## config.mk

```make
export PLATFORM = sky130hd
export DESIGN_NAME = servo_pwm_gen
export DESIGN_NICKNAME = d
export VERILOG_FILES = /design/src/rtl/servo_pkg.sv /design/src/rtl/servo_pwm_gen.sv
export SDC_FILE = /design/constraint.sdc
export NUM_CORES = 1
export LEC_CHECK = 0
export ABC_AREA = 1
export CAP_MARGIN = 20
export CORE_UTILIZATION = 49
export DETAILED_ROUTE_END_ITERATION = 16
export GPL_ROUTABILITY_DRIVEN = 0
export HOLD_SLACK_MARGIN = 0.02
export PLACE_DENSITY = 0.82
export SKIP_LAST_GASP = 1
export SLEW_MARGIN = 20
export SYNTH_ARGS = -nofsm -noshare
export SYNTH_HDL_FRONTEND = slang
export SYNTH_SLANG_ARGS = --single-unit
```

## constraint.sdc

```tcl
create_clock -name clk -period 2.8 [get_ports clk]
set_clock_uncertainty 0.2 [all_clocks]
set_input_delay 0.56 -clock clk [delete_from_list [all_inputs] [get_ports clk]]
set_output_delay 0.56 -clock clk [all_outputs]
set_load 0.05 [all_outputs]
```

## src/rtl/servo_pkg.sv

```systemverilog
// Shared constants and types for the 50 Hz hobby-servo PWM generator.
package servo_pkg;

    localparam int SERVO_PERIOD_TICKS = 800;
    localparam int SERVO_MIN_TICKS    = 40;
    localparam int SERVO_MAX_TICKS    = 80;
    localparam int SERVO_CENTER_POS   = 20;
    localparam int SERVO_POS_W        = 8;

    typedef enum logic {IDLE, RUN} servo_state_t;
    typedef logic [SERVO_POS_W-1:0] servo_pos_t;

endpackage

```

## src/rtl/servo_pwm_gen.sv

```systemverilog
// Servo PWM generator: 800-tick frames with a 40..80 tick high pulse.
// Position commands land in a one-entry pending register and are applied only at frame starts.
module servo_pwm_gen
    import servo_pkg::*;
#(
    parameter int PERIOD_TICKS = SERVO_PERIOD_TICKS,
    parameter int MIN_TICKS    = SERVO_MIN_TICKS,
    parameter int MAX_TICKS    = SERVO_MAX_TICKS,
    parameter int RESET_POS    = SERVO_CENTER_POS,
    parameter int POS_W        = SERVO_POS_W
) (
    input  logic             clk,
    input  logic             rst,
    input  logic             tick,
    input  logic             enable,
    input  logic [POS_W-1:0] pos_data,
    input  logic             pos_valid,
    output logic             pos_ready,
    output logic             pwm_out,
    output logic             period_start,
    output logic             pos_clamped
);

    localparam int CNT_W   = $clog2(PERIOD_TICKS);
    localparam int HT_W    = (CNT_W + 1 > POS_W + 1) ? CNT_W + 1 : POS_W + 1;
    localparam int LAST_I  = PERIOD_TICKS - 1;
    localparam int RANGE_I = MAX_TICKS - MIN_TICKS;

    localparam logic [CNT_W-1:0] LAST_CNT  = LAST_I[CNT_W-1:0];
    localparam logic [HT_W-1:0]  MIN_HT    = MIN_TICKS[HT_W-1:0];
    localparam logic [POS_W-1:0] RANGE_POS = RANGE_I[POS_W-1:0];
    localparam logic [POS_W-1:0] RST_POS   = RESET_POS[POS_W-1:0];

    if (MAX_TICKS >= PERIOD_TICKS) begin : g_bad_max
        $error("servo_pwm_gen: MAX_TICKS must be below PERIOD_TICKS");
    end

    servo_state_t     state_q, state_d;
    logic [CNT_W-1:0] tick_cnt_q, tick_cnt_d;
    logic [POS_W-1:0] active_pos_q, active_pos_d;
    logic [POS_W-1:0] pending_q, pending_d;
    logic             pending_full_q, pending_full_d;
    logic             pwm_q, pwm_d;
    logic             period_start_q, period_start_d;
    logic             clamped_q, clamped_d;

    logic             accept;
    logic             frame_start;
    logic [CNT_W-1:0] cnt_next;
    logic [HT_W-1:0]  high_ticks;

    assign accept     = pos_valid && !pending_full_q;
    assign cnt_next   = tick_cnt_q + 1'b1;
    assign high_ticks = MIN_HT + HT_W'(active_pos_q);

    always_comb begin
        state_d        = state_q;
        tick_cnt_d     = tick_cnt_q;
        active_pos_d   = active_pos_q;
        pending_d      = pending_q;
        pending_full_d = pending_full_q;
        pwm_d          = pwm_q;
        period_start_d = 1'b0;
        clamped_d      = clamped_q;
        frame_start    = 1'b0;

        case (state_q)
            IDLE: begin
                pwm_d      = 1'b0;
                tick_cnt_d = '0;
                if (tick && enable) begin
                    frame_start = 1'b1;
                end
            end
            RUN: begin
                if (tick) begin
                    if (tick_cnt_q == LAST_CNT) begin
                        if (enable) begin
                            frame_start = 1'b1;
                        end else begin
                            state_d    = IDLE;
                            pwm_d      = 1'b0;
                            tick_cnt_d = '0;
                        end
                    end else begin
                        tick_cnt_d = cnt_next;
                        pwm_d      = HT_W'(cnt_next) < high_ticks;
                    end
                end
            end
            default: state_d = IDLE;
        endcase

        // The pending slot can only be refilled while empty, so draining and accepting never collide.
        if (frame_start) begin
            state_d        = RUN;
            tick_cnt_d     = '0;
            pwm_d          = 1'b1;
            period_start_d = 1'b1;
            if (pending_full_q) begin
                active_pos_d   = pending_q;
                pending_full_d = 1'b0;
            end
        end

        if (accept) begin
            pending_full_d = 1'b1;
            if (pos_data > RANGE_POS) begin
                pending_d = RANGE_POS;
                clamped_d = 1'b1;
            end else begin
                pending_d = pos_data;
            end
        end
    end

    always_ff @(posedge clk) begin
        if (rst) begin
            state_q        <= IDLE;
            tick_cnt_q     <= '0;
            active_pos_q   <= RST_POS;
            pending_q      <= '0;
            pending_full_q <= 1'b0;
            pwm_q          <= 1'b0;
            period_start_q <= 1'b0;
            clamped_q      <= 1'b0;
        end else begin
            state_q        <= state_d;
            tick_cnt_q     <= tick_cnt_d;
            active_pos_q   <= active_pos_d;
            pending_q      <= pending_d;
            pending_full_q <= pending_full_d;
            pwm_q          <= pwm_d;
            period_start_q <= period_start_d;
            clamped_q      <= clamped_d;
        end
    end

    assign pos_ready    = !pending_full_q;
    assign pwm_out      = pwm_q;
    assign period_start = period_start_q;
    assign pos_clamped  = clamped_q;

endmodule

```

# [Yosys cells after proc, flatten, opt, wreduce, memory -nomap -nowiden]
# Cells that the tools add are included.
[word_totals] in_bits=13 output_inout_bits=4 ff_bits=31 word_cells=49
[classes] muxes=22 n_eq_ne=5 order_cmp=2 bitwise_logic=1 n_reduce_logical=9 n_addsub=2
[op_table] operator="$mux 10" n=3
[op_table] operator="$pmux 10 s2" n=1
[op_table] operator="$mux 1" n=15
[op_table] operator="$add 10x1->10 const B" n=1
[op_table] operator="$eq 10x10->1 const B" n=1
[op_table] operator="$lt 10x9->1" n=1
[op_table] operator="$add 6x8->9 const A" n=1
[op_table] operator="$gt 8x6->1 const B" n=1
[op_table] operator="$mux 8" n=1
[op_table] operator="$reduce_and 2->1" n=4
[op_table] operator="$ne 4x4->1 const B" n=1
[op_table] operator="$pmux 1 s2" n=2
[op_table] operator="$ne 3x2->1 const B" n=1
[op_table] operator="$ne 3x3->1 const B" n=1
[op_table] operator="$logic_and 1x1->1" n=2
[op_table] operator="$ne 2x2->1 const B" n=1
[op_table] operator="$reduce_bool 2->1" n=1
[op_table] operator="$reduce_or 2->1" n=1
[op_table] operator="$logic_not 1->1" n=1
[op_table] operator="$not 1->1" n=1

# [Depth between registers and ports, before layout]
# Gate-level depths: netlist (run 1).
[logic_depth] word_depth=6 ltp_mapped=16

# [Least setup slack after synthesis (run 1)]
# OpenSTA, ideal clock, no wires.
[synth_path] path_type="reg-to-reg" start="register tick_cnt_q[0]" end="register pwm_q (netlist: pwm_out)" period_less_slack_ps=2103 path_slack_ps=697 path_buffers=0 path_stages_with_launch=17 t_required_ps=2530 t_arrival_ps=1833 setup_time_ps=70 path_cell_list="dfxtp_1 ha_1 nand3_2 nor2_4 inv_1 nand2_1 inv_1 ha_1 nand2_1 inv_1 a21oi_1 nand2_1 nand2_1 nand2_1 nand2_1 nand2_1 a21oi_1"
[synth_between] elab_chain_len=6 word_cells_on_any_way=13 cone_classes="add/sub: 1; order compare: 1; eq/ne: 3; mux: 7; reduce/logical: 1"
[synth_lines] item="from (decl)" line="servo_pwm_gen.sv:39" source="logic [CNT_W-1:0] tick_cnt_q, tick_cnt_d;"
[synth_lines] item="from (signal assigned)" line="servo_pwm_gen.sv:129" source="tick_cnt_q <= tick_cnt_d;"
[synth_lines] item="$add 10x1->10 / $eq 10x10->1 (equally long branches)" line="servo_pwm_gen.sv:53, servo_pwm_gen.sv:77"
[synth_lines] item="$lt 10x9->1 / $mux 1 (equally long branches)" line="servo_pwm_gen.sv:87, servo_pwm_gen.sv:77"
[synth_lines] item="$mux 1 (on tied branches)" line="servo_pwm_gen.sv:77, servo_pwm_gen.sv:76"
[synth_lines] item="$mux 1 / $pmux 1 s2 (equally long branches)" line="servo_pwm_gen.sv:76, servo_pwm_gen.sv:67"
[synth_lines] item="$pmux 1 s2, or another cell as far along" line="servo_pwm_gen.sv:67" source="case (state_q)"
[synth_lines] item="$mux 1 / $reduce_and 2->1 (equally long branches)"
[synth_lines] item="to (signal assigned)" line="servo_pwm_gen.sv:133" source="pwm_q <= pwm_d;"
[synth_lines] item="to (decl)" line="servo_pwm_gen.sv:43" source="logic pwm_q, pwm_d;"
# Parallel ways exist; a longest one is shown, timed or not. The select of a mux whose other input is x is not followed.
# A chain may end at the register's enable or synchronous reset.

# [Final worst setup path (run 1)]
[layout_path] start="register pending_full_q" end="output port pos_ready"
[layout_between] elab_chain_len=1
[layout_lines] item="from (decl)" line="servo_pwm_gen.sv:42" source="logic pending_full_q, pending_full_d;"
[layout_lines] item="from (signal assigned)" line="servo_pwm_gen.sv:132" source="pending_full_q <= pending_full_d;"
[layout_lines] item="$logic_not 1->1" line="servo_pwm_gen.sv:139" source="assign pos_ready = !pending_full_q;"
[layout_lines] item="to (decl)" line="servo_pwm_gen.sv:18" source="output logic pos_ready,"
# No other way between the ends.

==> results of run 1 <==
==> cell families after synthesis <==
group                      Yosys count
and+or+nand+nor                    104
buffers and inverters               43
AOI/OAI and AO/OA                   42
DFF                                 31
adders and majority gates           10
xor gates and xnor gates             7
muxes                                1
==> metrics by stage <==
step / util (%) / area (um2) / setup slack [ps] / hold WS (ps) / std cells
floorplan: - / 1700 / 697 / 224 / 238
global placement: 57.0 / 1900 / 616 / 232 / 297
detailed placement: 57.0 / 1900 / 529 / 239 / 297
CTS: 58.6 / 1960 / 451 / 259 / 305
global route: 58.6 / 1960 / 237 / 283 / 305
finish: 58.6 / 1960 / 467 / 258 / 305
==> synthesized netlist by cell type, types with 2 or more instances <==
master and number:
a21oi_1 24, clkbuf_1 2, dfxtp_1 31, ha_1 10, inv_1 35, inv_2 3
nand2_1 69, nand2_2 3, nand2_4 2, nand3_1 8, nand4_1 3, nor2_1 10
nor2_2 2, nor2_4 2, o21ai_0 10, o21ai_1 2, xor2_1 5
==> flip-flops by register name (all words and copies together) (netlist names) <==
| register | count |
|---|---|
| tick_cnt_q | 10 |
| pos_clamped | 1 |
| period_start | 1 |
| pending_q | 8 |
| active_pos_q | 8 |
| pending_full_q | 1 |
| state_q | 1 |
| pwm_out | 1 |
==> cell type report <==
cell class                 instances  area share, %
clock buffer                       6           2.11
sequential                        31           31.7
inverter                          39           7.48
tap                               46           2.94
multi-input combinational        164           46.5
clock inverter                     2          0.639
timing repair buffer              17           8.57
==> critical path, stage by stage, from the launching register on <==
cell,delay (ps)
dfxtp_1,360
inv_1,80
clkdlybuf4s50_1,790
==> path summary, 6_finish.rpt <==
| check | end | cells after the start |
|---|---|---|
| hold / removal | pending_q[7] | 2 |
| setup reg to reg | pwm_out | 16 |
| setup / recovery | pos_ready | 2 |
| hold reg to reg | pending_q[7] | 2 |
==> routing by layer <==
layer | track usage, % | vias up
met5 | 0 | -
met4 | 8.77 | 0
met3 | 7.25 | 8
met2 | 31.7 | 52
met1 | 26.4 | 681
li1 | - | 794
==> cell usage in the layout, fill, tap and decap left out, drive strengths merged, types with 2 or more instances in the layout <==
cell type,synthesis,routed
a21oi,25,25
nand2,74,74
clkinv,1,2
ha,10,10
o21ai,13,13
clkdlybuf4s50,0,16
dfxtp,31,31
nand3,10,10
nor2,14,14
nand4,3,3
inv,38,38
clkbuf,2,6
xor2,6,6
==> report_power, final <==
| group | internal (uW) | switching (uW) |
|---|---|---|
| sequential | 458 | 13.5 |
| combinational | 47.9 | 72.6 |
| clock | 96.7 | 162 |
| total | 603 | 248 |
==> impl_metrics.env, run 1 <==
export IMPL_run_status="finished clean"
export IMPL_hp_start="pending_q[7]"
export IMPL_grt_util_all_layers_pct=20.7
export IMPL_cts_sinks=31
export IMPL_hold_viol_final=0
export IMPL_area_delta_synth_final_pct=15.0
export IMPL_multi_input_area_um2=911
export IMPL_tns_ps=0
export IMPL_post_cts_setup_buffers=0
export IMPL_dr_first_iter_drc_count=90
export IMPL_grt_ovfl_total=0
export IMPL_startpoint_type="flop"
export IMPL_cp_max_fo=3
export IMPL_drt_met1_wl_um=1470
export IMPL_postRouteWirelength_um=3340
export IMPL_numCtsBuffers=5
export IMPL_core_um2=3340
export IMPL_p_leak_uw=0.000905
export IMPL_synth_warnings=0
export IMPL_netlist_instances=238
export IMPL_synth_top_family_by_area="simple AND/OR/NAND/NOR gates"
export IMPL_synthAdderAreaFrac_pct=7.35
export IMPL_cts_max_path_buffers=2
export IMPL_fillCellCount=311
export IMPL_grt_max_degree=16
export IMPL_ys_seq_area_share_pct=36.5
export IMPL_die_w_um=60.9
export IMPL_finalCriticalPeriod_ps=2330
export IMPL_maxCapViolCount=0
export IMPL_synthFlopType="dfxtp_1"
export IMPL_synth_cell_types=34
export IMPL_wl_met3_um=236
export IMPL_clkLatencyLatePin_ps=340
export IMPL_fp_row_count=21
export IMPL_start_util_pct=51.0
export IMPL_r2r_start="tick_cnt_q[0]"
export IMPL_crit_start="pending_full_q"
export IMPL_insertedDiodeCount=0
export IMPL_irDropWorstVdd_mv=0.329
export IMPL_grt_setup_unrepaired="no"
export IMPL_cts_root_buf="clkbuf_4"
export IMPL_final_max_slew_violation_count=0
export IMPL_drive_gt1_share_pct=10.0
export IMPL_finalSetupViolCount=0
export IMPL_synth_compound_area_share_pct=13.3
export IMPL_yosys_mux_area_fraction_pct=0.588
export IMPL_die_h_um=60.9
export IMPL_crit_type="reg -> out"
export IMPL_syn_area_per_cell_um2=7.15
export IMPL_via_per_inst=5.03
export IMPL_crit_required_ps=2040
export IMPL_grt_pass1_vias=1249
export IMPL_async_reset_ff_share_pct=0
export IMPL_met2WireLength_um=1560
export IMPL_ys_ff_latch=31
export IMPL_drc=0
export IMPL_synth_simple_area_share_pct=28.2
export IMPL_cts_resized=0
export IMPL_cts_hold_buffers=0
export IMPL_wire_per_inst_um=11.0
export IMPL_finalCritPeriodShare_pct=83.3
export IMPL_synth_edf_count=0
export IMPL_synth_area_leader_cell="dfxtp_1"
export IMPL_port_buffers=16
export IMPL_cp_arrival_ps=1570
export IMPL_vias=1535
export IMPL_regToRegSetupSlack_ps=510
export IMPL_cp_end_kind="primary output"
export IMPL_synth_fp_nets=261
export IMPL_synth_xor_area_share_pct=4.04
export IMPL_hold_class="reg -> reg"
export IMPL_ios=17
export IMPL_synth_top_area_share_pct=36.5
export IMPL_totalPowerFinal_uw=850
export IMPL_dp_hpwl_um=2550
export IMPL_worstMarginPinSlew_ps=501
export IMPL_path_clk_slew_ps=100
export IMPL_cts_tree="yes"
export IMPL_antenna_found_initial=0
export IMPL_syn_area_um2=1700
export IMPL_slew_headroom_pct=66.5
export IMPL_dr_pass1_iters=4
export IMPL_cts_max_level=2
export IMPL_nets=281
export IMPL_max_freq_mhz=429
export IMPL_grt_pass1_wl_um=5490
export IMPL_ant_nets=0
export IMPL_power_density_nw_per_um2=435
export IMPL_synth_area_leaders="dfxtp_1 (36%), nand2_1 (15%), inv_1 (7.7%), ha_1 (7.4%), a21oi_1 (7.1%)"
export IMPL_register_area_um2=621
export IMPL_dr_max_layer_used="met4"
export IMPL_die_area_um2=3710
No activity file was read; power rests on OpenSTA's default activity.
==> run 2, diff against run 1 <==
--- a/config.mk
+++ b/config.mk
@@ -11,7 +11,7 @@
 export DETAILED_ROUTE_END_ITERATION = 16
 export GPL_ROUTABILITY_DRIVEN = 0
 export HOLD_SLACK_MARGIN = 0.02
-export PLACE_DENSITY = 0.82
+export PLACE_DENSITY = 0.85
 export SKIP_LAST_GASP = 1
 export SLEW_MARGIN = 20
 export SYNTH_ARGS = -nofsm -noshare
==> constraint.sdc (replaced) <==
create_clock -name clk -period 1.9 [get_ports clk]
set_clock_uncertainty 0.2 [all_clocks]
set_input_delay 0.38 -clock clk [delete_from_list [all_inputs] [get_ports clk]]
set_output_delay 0.38 -clock clk [all_outputs]
set_load 0.05 [all_outputs]
==> impl_metrics.env, run 2 (synthesis gave the netlist of run 1 again) <==
export IMPL_vias=1626
export IMPL_cp_cell_sequence="ha_4 -> nand3_4 -> nor2_4 -> inv_2 -> nand2_1 -> inv_2 -> ha_4 -> nand2_2 -> inv_2 -> a21oi_2 -> nand2_1 -> nand2_1 -> nand2_1 -> nand2_1 -> nand2_2 -> a21oi_2"
export IMPL_cp_arrival_ps=2170
export IMPL_reg_top3="tick_cnt_q x10, active_pos_q x8, pending_q x8"
export IMPL_clockPowerShare_pct=34.0
export IMPL_drc=0
export IMPL_finalCriticalPeriod_ps=2080
export IMPL_drive_gt1_share_pct=24.5
export IMPL_irDropWorstVdd_mv=0.482
export IMPL_cts_max_path_buffers=2
export IMPL_crit_top_cell="nand2_1"
export IMPL_grt_util_all_layers_pct=23.6
export IMPL_swShare_pct=28.4
export IMPL_slew_headroom_pct=81.0
export IMPL_start_util_pct=51.0
export IMPL_largest_register_ffs=10
export IMPL_final_common_cell="nand2_1"
export IMPL_worstMarginPinSlew_ps=284
export IMPL_cp_end_kind="flop"
export IMPL_cts_sinks=31
export IMPL_cp_max_fo=4
export IMPL_crit_type="reg -> reg"
export IMPL_hold_class="reg -> reg"
export IMPL_layout_cells_non_filler=324
export IMPL_cts_tree="yes"
export IMPL_path_clk_slew_ps=110
export IMPL_clkLatencyLatePin_ps=350
export IMPL_grt_pass1_vias=1496
export IMPL_final_cell_mix="nand2_1 (65), inv_1 (32), dfxtp_1 (26)"
export IMPL_via_per_inst=5.02
export IMPL_antenna_found_initial=0
export IMPL_core_um2=3340
export IMPL_fillCellCount=292
export IMPL_area_delta_synth_final_pct=29.2
export IMPL_critPathMaxStageDelay_ps=390
export IMPL_postLayoutCoreUtil_pct=65.9
export IMPL_grt_pass1_wl_um=6270
export IMPL_crit_required_ps=1990
export IMPL_maxCapViolCount=0
export IMPL_grt_ovfl_total=0
export IMPL_hold_viol_final=0
export IMPL_dr_pass1_iters=4
export IMPL_dp_hpwl_um=2900
export IMPL_p_leak_uw=0.00102
export IMPL_sequentialPowerShare_pct=50.6
export IMPL_largest_register="tick_cnt_q"
export IMPL_final_max_slew_violation_count=0
export IMPL_finalSetupViolCount=1
export IMPL_cpMaxStageDelayCell="dfxtp_4"
export IMPL_numCtsBuffers=5
export IMPL_startpoint_type="flop"
export IMPL_max_freq_mhz=482
export IMPL_die_w_um=60.9
export IMPL_wire_per_inst_um=12.3
export IMPL_finalCritPeriodShare_pct=109
export IMPL_power_density_nw_per_um2=622
export IMPL_combPwrFrac_pct=15.4
export IMPL_nets=300
export IMPL_internal_power_uw=978
export IMPL_die_area_um2=3710
export IMPL_cts_max_level=2
export IMPL_cts_hold_buffers=0
export IMPL_dr_first_iter_drc_count=46
export IMPL_grt_setup_unrepaired="yes"
export IMPL_die_h_um=60.9
export IMPL_fp_row_count=21
export IMPL_layout_setup_ws_ps=-176
export IMPL_port_buffers=16
export IMPL_ant_nets=0
export IMPL_ios=17
export IMPL_dp_cells=311
export IMPL_p_switching_uw=388
export IMPL_postRouteWirelength_um=3990
export IMPL_grt_max_degree=14
export IMPL_run_status="finished with violations"
export IMPL_cts_root_buf="clkbuf_4"
export IMPL_violations="negative setup slack"
export IMPL_insertedDiodeCount=0
-- run 2: changes by cell type in the layout (fill, tap and decap cells not counted), moves of 3 or more --
| cell | delta |
|---|---|
| nand2_1 | -4 |
| nand2_2 | +4 |
| buf_4 | +21 |
| dfxtp_4 | +3 |
| clkdlybuf4s50_1 | -4 |
| inv_2 | +3 |
| dfxtp_1 | -5 |
| inv_1 | -3 |
-- run 2: metal layers --
| layer | track usage [%] | share of wire [%] |
|---|---|---|
| met4 | 11.0 | 2.2 |
| met3 | 6.61 | 3.1 |
| met2 | 42.4 | 52 |
| met1 | 25.5 | 42 |
| met5 | 0 | 0 |
-- run 2: timing repair --
item                       CTS  global route
setup endpoints to repair    1             2
hold endpoints to repair     0             0
setup buffers                1             4
pin swaps                    3            12
resized for setup            4            13
-- run 2: final timing paths --
path,start,slack (ps),depth (start not counted),end
setup / recovery,tick_cnt_q[0],-180,16,pwm_out
hold / removal,pending_q[7],250,2,pending_q[7]
setup reg to reg,tick_cnt_q[0],-180,16,pwm_out
hold reg to reg,pending_q[7],250,2,pending_q[7]
-- run 2: critical path, delay by kind of cell, from the launching register on --
kind / cells / cell delay, ps
and+or+nand+nor: 9 / 660
DFF: 1 / 390
adders and majority gates: 2 / 380
AOI/OAI and AO/OA: 2 / 250
buffers and inverters: 3 / 140
-- run 2: power groups by stage --
stage,combinational [uW],sequential (uW),clock (uW)
2_1_floorplan,102,721,0
3_3_place_gp,194,707,0
3_5_place_dp,199,708,0
4_1_cts,204,692,475
5_1_grt,232,694,501
6_report,210,691,465
-- run 2: through the flow --
stage	total power, uW	setup slack, ps	hold slack, ps	instance area [um2]	setup TNS (ps)
after floorplan	823	-57.8	224	1730	-57.8
after global placement	900	-51.6	229	2040	-51.6
after detailed placement	907	-169	234	2040	-169
after CTS	1370	-155	250	2130	-155
after global routing	1430	-327	259	2200	-330
final	1370	-176	249	2200	-176
-- run 2: final cells by class --
class / instances / area (um2) / area share (%)
clock buffer: 7 / 65.1 / 2.96
tap: 46 / 57.6 / 2.62
inverter: 39 / 150 / 6.83
sequential: 31 / 634 / 28.9
multi-input combinational: 164 / 973 / 44.3
timing repair buffer: 36 / 310 / 14.1
clock inverter: 1 / 7.51 / 0.341
